--- config.mk ---
export PLATFORM = sky130hd
export DESIGN_NAME = serial_alu_executor
export DESIGN_NICKNAME = d
export VERILOG_FILES = /design/src/rtl/serial_alu_executor.sv
export SDC_FILE = /design/constraint.sdc
export NUM_CORES = 1
export LEC_CHECK = 0
export ABC_AREA = 1
export CAP_MARGIN = 20
export CORE_AREA = 4 4 150 152
export CTS_CLUSTER_DIAMETER = 40
export DETAILED_ROUTE_END_ITERATION = 6
export DIE_AREA = 0 0 154 156
export PLACE_DENSITY_LB_ADDON = 0.08
export SYNTH_ARGS = -nofsm -noshare
export SYNTH_HDL_FRONTEND = slang
export SYNTH_SLANG_ARGS = --single-unit
--- constraint.sdc ---
create_clock -name clk -period 3.1 [get_ports clk]
set_input_delay 0.62 -clock clk [delete_from_list [all_inputs] [get_ports clk]]
set_output_delay 0.62 -clock clk [all_outputs]
set_load 0.1 [all_outputs]
--- src/rtl/serial_alu_executor.sv ---
// ---------------------------------------------------------------------------
// serial_alu_executor
//
// Multi-cycle execution unit sitting between decode and write-back. Logic and
// arithmetic operations finish in one cycle. Logical shifts are done one bit
// per cycle in an internal shift register, so no barrel shifter is required.
// A start/busy/done handshake connects the unit to the core sequencer.
//
// Ports
//   clk             in   rising-edge clock
//   reset           in   asynchronous, active-high reset
//   start_i         in   request, sampled only while idle
//   ALU_Operation_i in   4-bit op code from the ALU control decoder
//   A_i             in   operand A (also the shift source)
//   B_i             in   operand B; B_i[SHW-1:0] is the shift amount
//   busy_o          out  high while a serial shift is in progress
//   done_o          out  one-cycle pulse when ALU_Result_o is updated
//   ALU_Result_o    out  registered result, held until the next completion
//   Zero_o          out  ALU_Result_o == 0
// ---------------------------------------------------------------------------
module serial_alu_executor #(
    parameter int DATA_WIDTH = 32
) (
    input  logic                  clk,
    input  logic                  reset,
    input  logic                  start_i,
    input  logic [3:0]            ALU_Operation_i,
    input  logic [DATA_WIDTH-1:0] A_i,
    input  logic [DATA_WIDTH-1:0] B_i,
    output logic                  busy_o,
    output logic                  done_o,
    output logic [DATA_WIDTH-1:0] ALU_Result_o,
    output logic                  Zero_o
);

    localparam int SHW = $clog2(DATA_WIDTH);

    localparam logic [3:0] OP_ADD = 4'b0000;
    localparam logic [3:0] OP_SUB = 4'b0001;
    localparam logic [3:0] OP_AND = 4'b0010;
    localparam logic [3:0] OP_OR  = 4'b0011;
    localparam logic [3:0] OP_LUI = 4'b0101;
    localparam logic [3:0] OP_SRL = 4'b0110;
    localparam logic [3:0] OP_SLL = 4'b0111;

    localparam logic [SHW-1:0]        CNT_ZERO  = {SHW{1'b0}};
    localparam logic [SHW-1:0]        CNT_ONE   = {{(SHW-1){1'b0}}, 1'b1};
    localparam logic [DATA_WIDTH-1:0] DATA_ZERO = {DATA_WIDTH{1'b0}};

    typedef enum logic [0:0] {
        ST_IDLE  = 1'b0,
        ST_SHIFT = 1'b1
    } state_t;

    // Single-cycle result. A shift reaching this path has a zero amount, so
    // it simply passes A through.
    function automatic logic [DATA_WIDTH-1:0] alu_one_cycle(
        input logic [3:0]            op,
        input logic [DATA_WIDTH-1:0] a,
        input logic [DATA_WIDTH-1:0] b
    );
        logic [DATA_WIDTH-1:0] r;
        case (op)
            OP_ADD:  r = a + b;
            OP_SUB:  r = a - b;
            OP_AND:  r = a & b;
            OP_OR:   r = a | b;
            OP_LUI:  r = b;
            OP_SRL:  r = a;
            OP_SLL:  r = a;
            default: r = DATA_ZERO;
        endcase
        return r;
    endfunction

    state_t                state_q,  state_d;
    logic                  left_q,   left_d;     // 1: SLL, 0: SRL
    logic [DATA_WIDTH-1:0] shreg_q,  shreg_d;
    logic [SHW-1:0]        cnt_q,    cnt_d;
    logic [DATA_WIDTH-1:0] result_q, result_d;
    logic                  done_q,   done_d;

    logic                  is_shift_s;
    logic [SHW-1:0]        amount_s;
    logic [DATA_WIDTH-1:0] shifted_s;

    // Decode the request and form the one-bit shift of the working register.
    always_comb begin
        is_shift_s = (ALU_Operation_i == OP_SRL) || (ALU_Operation_i == OP_SLL);
        amount_s   = B_i[SHW-1:0];
        if (left_q) begin
            shifted_s = {shreg_q[DATA_WIDTH-2:0], 1'b0};
        end else begin
            shifted_s = {1'b0, shreg_q[DATA_WIDTH-1:1]};
        end
    end

    // Next-state logic for the IDLE/SHIFT sequencer and its datapath.
    always_comb begin
        state_d  = state_q;
        left_d   = left_q;
        shreg_d  = shreg_q;
        cnt_d    = cnt_q;
        result_d = result_q;
        done_d   = 1'b0;
        case (state_q)
            ST_IDLE: begin
                if (start_i) begin
                    if (is_shift_s && (amount_s != CNT_ZERO)) begin
                        state_d = ST_SHIFT;
                        left_d  = (ALU_Operation_i == OP_SLL);
                        shreg_d = A_i;
                        cnt_d   = amount_s;
                    end else begin
                        result_d = alu_one_cycle(ALU_Operation_i, A_i, B_i);
                        done_d   = 1'b1;
                    end
                end else begin
                    state_d = ST_IDLE;
                end
            end
            ST_SHIFT: begin
                // start_i is deliberately not looked at here: no queuing.
                shreg_d = shifted_s;
                cnt_d   = cnt_q - CNT_ONE;
                if (cnt_q == CNT_ONE) begin
                    result_d = shifted_s;
                    done_d   = 1'b1;
                    state_d  = ST_IDLE;
                end else begin
                    state_d = ST_SHIFT;
                end
            end
            default: begin
                state_d = ST_IDLE;
                cnt_d   = CNT_ZERO;
            end
        endcase
    end

    // State and datapath registers; reset discards any in-flight shift.
    always_ff @(posedge clk or posedge reset) begin
        if (reset) begin
            state_q  <= ST_IDLE;
            left_q   <= 1'b0;
            shreg_q  <= DATA_ZERO;
            cnt_q    <= CNT_ZERO;
            result_q <= DATA_ZERO;
            done_q   <= 1'b0;
        end else begin
            state_q  <= state_d;
            left_q   <= left_d;
            shreg_q  <= shreg_d;
            cnt_q    <= cnt_d;
            result_q <= result_d;
            done_q   <= done_d;
        end
    end

    assign busy_o       = (state_q == ST_SHIFT);
    assign done_o       = done_q;
    assign ALU_Result_o = result_q;
    assign Zero_o       = (result_q == DATA_ZERO);

endmodule
; ---- After elaboration in Yosys (flattened, before gate mapping)
; Cells that the tools add are included.
[totals]
wordCells = 52
register_bits = 72
out_inout_bits = 35
memories = 0
romBits = 0
ram_bits = 0
input_bits = 71
latch_bits = 0
[op_classes]
n_shift = 0
multipliers = 0
reduce_logical = 9
n_bitwise = 3
muxes = 20
n_div = 0
n_eq_ne = 11
n_lt_le_gt_ge = 0
add_sub_neg = 3
[op_table]
columns = operator, count
row1 = $mux 32, 6
row2 = $pmux 32 s6, 1
row3 = $pmux 32 s2, 2
row4 = $add 32x32->32, 1
row5 = $and 32x32->32, 1
row6 = $logic_not 32->1, 1
row7 = $or 32x32->32, 1
row8 = $sub 32x32->32, 1
row9 = $eq 4x3->1 const B, 3
row10 = $mux 5, 2
row11 = $pmux 5 s2, 1
row12 = $eq 4x2->1 const B, 2
row13 = $mux 1, 6
row14 = $ne 2x2->1 const B, 3
row15 = $reduce_and 3->1, 2
row16 = $eq 5x1->1 const B, 1
row17 = $reduce_bool 5->1, 1
row18 = $sub 5x1->5 const B, 1
row19 = $eq 4x1->1 const B, 1
row20 = $logic_not 4->1, 1
row21 = $pmux 1 s2, 2
row22 = $ne 2x1->1 const B, 1
row23 = $reduce_and 2->1, 1
row24 = $reduce_or 2->1, 1
row25 = other kinds (3), 3

; ---- Longest topological paths before layout
; Gate-level depths: netlist of run 1.
[logic_depth]
depth_word = 6
depth_mapped = 28
depth_no_buf = 28

; ---- Worst setup path after synthesis of run 1
; No wires, ideal clock.
[synth_path]
kind = input port to flip-flop
start = input B_i[0]
end = register result_q[27] (netlist: ALU_Result_o[27])
setup_ns = 0.078
path_stages = 26
setup_slack_ns = -0.265
required_ns = 3.022
n_path_buf = 0
arrival_time_ns = 3.287
cell_sequence = inv_1 -> ha_1 -> inv_1 -> nor3_4 -> nand2_4 -> nor3_4 -> nand2_2 -> nor2_2 -> inv_2 -> o21ai_4 -> o21ai_2 -> xor2_1 -> ha_1 -> nand2_1 -> inv_1 -> nand2_1 -> nand2_1 -> a21oi_1 -> nor2_1 -> nor2_1 -> nand2_1 -> nand2_1 -> nand3_1 -> nand2_1 -> nand2_1 -> a21oi_1
[synth_between]
elab_chain_cells = 5
elab_cells_between_ends = 10
cone_classes = add/sub (2) / eq/ne (1) / mux (4) / reduce/logical (3)
[synth_rtl]
columns = element, line_no
row1 = from (decl), 29  ; input logic [DATA_WIDTH-1:0] B_i,
row2 = $sub 32x32->32 / $add 32x32->32 (equally long branches), "65, 64"
row3 = $pmux 32 s6, 63  ; case (op)
row4 = $mux 32, 109  ; if (is_shift_s && (amount_s != CNT_ZERO)) begin
row5 = $mux 32, 108  ; if (start_i) begin
row6 = $pmux 32 s2, 106  ; case (state_q)
row7 = to (signal assigned), 155  ; result_q <= result_d;
row8 = to (decl), 80  ; logic [DATA_WIDTH-1:0] result_q, result_d;
; Several ways; a longest one is shown, not always the timed one. The select of a mux whose other input is x is not followed.
; A chain may end at the register's enable or synchronous reset.

; ---- Worst setup path after layout of run 1
[layout_path]
start = input B_i[0]
end = register result_q[25] (netlist: ALU_Result_o[25])
; The elaborated chain is that of the path after synthesis.

==> out/results.ini, run 1 <==
[outcome]
status = finished, violations left
violations = negative setup slack

[cts]
tritoncts.num_buffers = 9
cts.sinks = 72
cts_buffer_depth = 2
worstSkewPairLatency_ns = 0.33
cts_tree = built
h-tree-depth = 3
cts.root.buffer_cell = clkbuf_16
clkSlewWorstSetupHoldPaths_ns = 0.06

[floorplan]
design.core.area_sq_um = 21000
fp.dieH_um = 156
dieArea_sq_um = 24000
rows = 53
dieWidth_um = 154
io_pins = 106
start_util = 0.348

[critical_path]
required_ns = 3.36
endpoint_kind = flip-flop
cpMostUsedCell = nand2_2
max_stage_delay_ns = 0.38
startpoint_type = input pin
cpLargestDelayFamily = simple AND/OR/NAND/NOR gates
crit_buf_inv = 6
slowest_stage = ha_1
critPathMaxFanout = 4
critPathArrivalTime_ns = 3.65
crit_type = input pin to flip-flop

[synth]
yosysWarningCount = 0
synth_area_leaders = dfrtp_1 (25%), nand2_1 (17%), inv_1 (8.5%)
yosysTopAreaCellShare = 0.246
ys_ff_latch = 72
ys.flop_type = dfrtp_1
synth.net_count = 1313
ys_seq_area_frac = 0.246
synth_edf_count = 0
syn_area_per_cell_sq_um = 6.08
synthCells = 1204
syn_area_sq_um = 7320
async_reset_ff_frac = 1.00
yosysTopAreaCell = dfrtp_1
synth_cell_types = 43

[timing]
period_share = 1.09
rsz0062_at_grt = true
fin_hold_ws_ns = 0.517
fin_ws_ns = -0.282
final_max_slew_viol_count = 0
fin_crit_ns = 3.38
slew_headroom = 0.597
setup_viol_count_final = 19
fmaxAchievable_mhz = 296
fin_skew_ns = 0.00705
fin_setup_tns_ns = -3.27
tightest_slew_ns = 0.599
hold_violations = 0

[grt]
grt_pass1_vias = 8717
overflow = 0
grtUsageTotal = 0.258
grt_max_degree = 47
grt_pass1_wl_um = 48700
antenna_found_initial = 0

[cells_and_area]
drive_above_1_share = 0.354
fill_cells = 2104
post-route-util = 0.556
syn_to_final_growth_pct = 59.5
diodes = 0
nNetsFinal = 1640
layoutNonFillerInstCount = 1811
design_area_sq_um = 11700

[placed_design]
place_inst = 1765
place_area_sq_um = 10200
dp_hpwl_um = 25700
io_buffers = 105
place_congestion = 0.988
place_ws_ns = -1.09

[routing]
wl_um = 32400
vias = 9326
dr.pass1.iters = 5
dr.first_iter.drc_count = 694
drc = 0
wl_per_cell_um = 17.9
final_antenna_net_count = 0
drt-vias-per-instance = 5.15

[pwr]
power_density_nw_per_um2 = 640
ir_worst_vdd_mv = 0.407
p_leak_nw = 5.84
power_mw = 7.47

[run]
maxCapViolCount = 0

[worst_hold_path]
hold_class = flip-flop to flip-flop

## cell type report
cell class | instances | area [sq um] | area share
Clock inverter | 6 | 35.0 | 0.00300
Timing Repair Buffer | 352 | 2920 | 0.250
Multi-Input combinational cell | 924 | 5670 | 0.485
Tap cell | 275 | 344 | 0.0295
Inverter | 172 | 673 | 0.0576
Clock buffer | 10 | 239 | 0.0205
Sequential cell | 72 | 1800 | 0.154
## cell families after synthesis
family | count (synthesis) | synth area share
simple gates | 607 | 0.344
compound gates | 250 | 0.196
buf+inv | 208 | 0.113
flops | 72 | 0.246
fa+ha+maj | 38 | 0.0659
xor+xnor | 29 | 0.0347
## where the power goes
| part | total (mW) | switching [mW] | internal [mW] |
|---|---|---|---|
| Combinational | 4.85 | 3.43 | 1.41 |
| Clock | 0.954 | 0.397 | 0.557 |
| Sequential | 1.67 | 0.320 | 1.35 |
## worst paths after layout
check	startpoint	to	slack (ns)	cells past startpoint
max in group asynchronous	reset	shreg_q[10]	1.78	3
min in group asynchronous	reset	ALU_Result_o[27]	0.68	2
setup / recovery	B_i[0]	ALU_Result_o[25]	-0.28	25
hold reg to reg	shreg_q[10]	shreg_q[10]	0.52	2
setup reg to reg	busy_o	ALU_Result_o[30]	1.00	7
hold / removal	shreg_q[10]	shreg_q[10]	0.52	2
## sequential cells by signal, indices dropped and copies added (netlist names)
| register | count |
|---|---|
| ALU_Result_o | 32 |
| busy_o | 1 |
| cnt_q | 5 |
| done_o | 1 |
| left_q | 1 |
| shreg_q | 32 |
## cells in the mapped netlist, types with 5 or more instances
master    number
nand2_2        5
inv_1        166
a21oi_1      106
xnor2_1        6
nor3_1        13
a31oi_1       16
xor2_1        23
a22oi_1       12
nor4_1        13
o211ai_1       6
buf_1          5
nand2_1      326
nand3_1       59
o21ai_0       52
buf_2         13
nor2_1       160
dfrtp_1       72
ha_1          37
nand4_1       13
inv_2          5
o22ai_1       38
nand3b_1       5
clkbuf_1      12
## placed cells by master (no fill, tap or decap), drive strengths merged, types with 15 or more instances in the layout
cell,instances
a21oi,107
a31oi,16
buf,284
clkdlybuf4s50,45
dfrtp,72
ha,37
inv,170
nand2,332
nand3,59
nor2,164
nor3,15
o21ai,57
o22ai,38
xor2,23
## metal layers
layer	track usage	share of wire	wire, um
met1	0.387	0.47	15100
met2	0.397	0.44	14200
met3	0.0330	0.081	2620
met4	0.0534	0.014	465
met5	0	0	0
## worst register-to-register path, cell delays in order, from the launching register on
cell	delay [ns]
dfrtp_1	0.53
inv_2	0.07
nor2_2	0.08
buf_4	0.21
clkinv_1	0.49
o22ai_1	0.37
nor2_1	0.14
a21oi_1	0.15
## repair_timing
action,CTS,global route
setup endpoints to repair,28,27
pin swaps,60,99
gates resized for setup,130,178
hold buffers,0,0
setup buffers,14,18
endpoints found under the hold margin,0,0
Power figures use the tool's default switching activity.
==> run 2, diff against run 1 <==
CTS_CLUSTER_SIZE = 16   (was unset)
==> results of run 2 <==
Same layout as run 1: the final DEF is identical, and so are final timing and power.
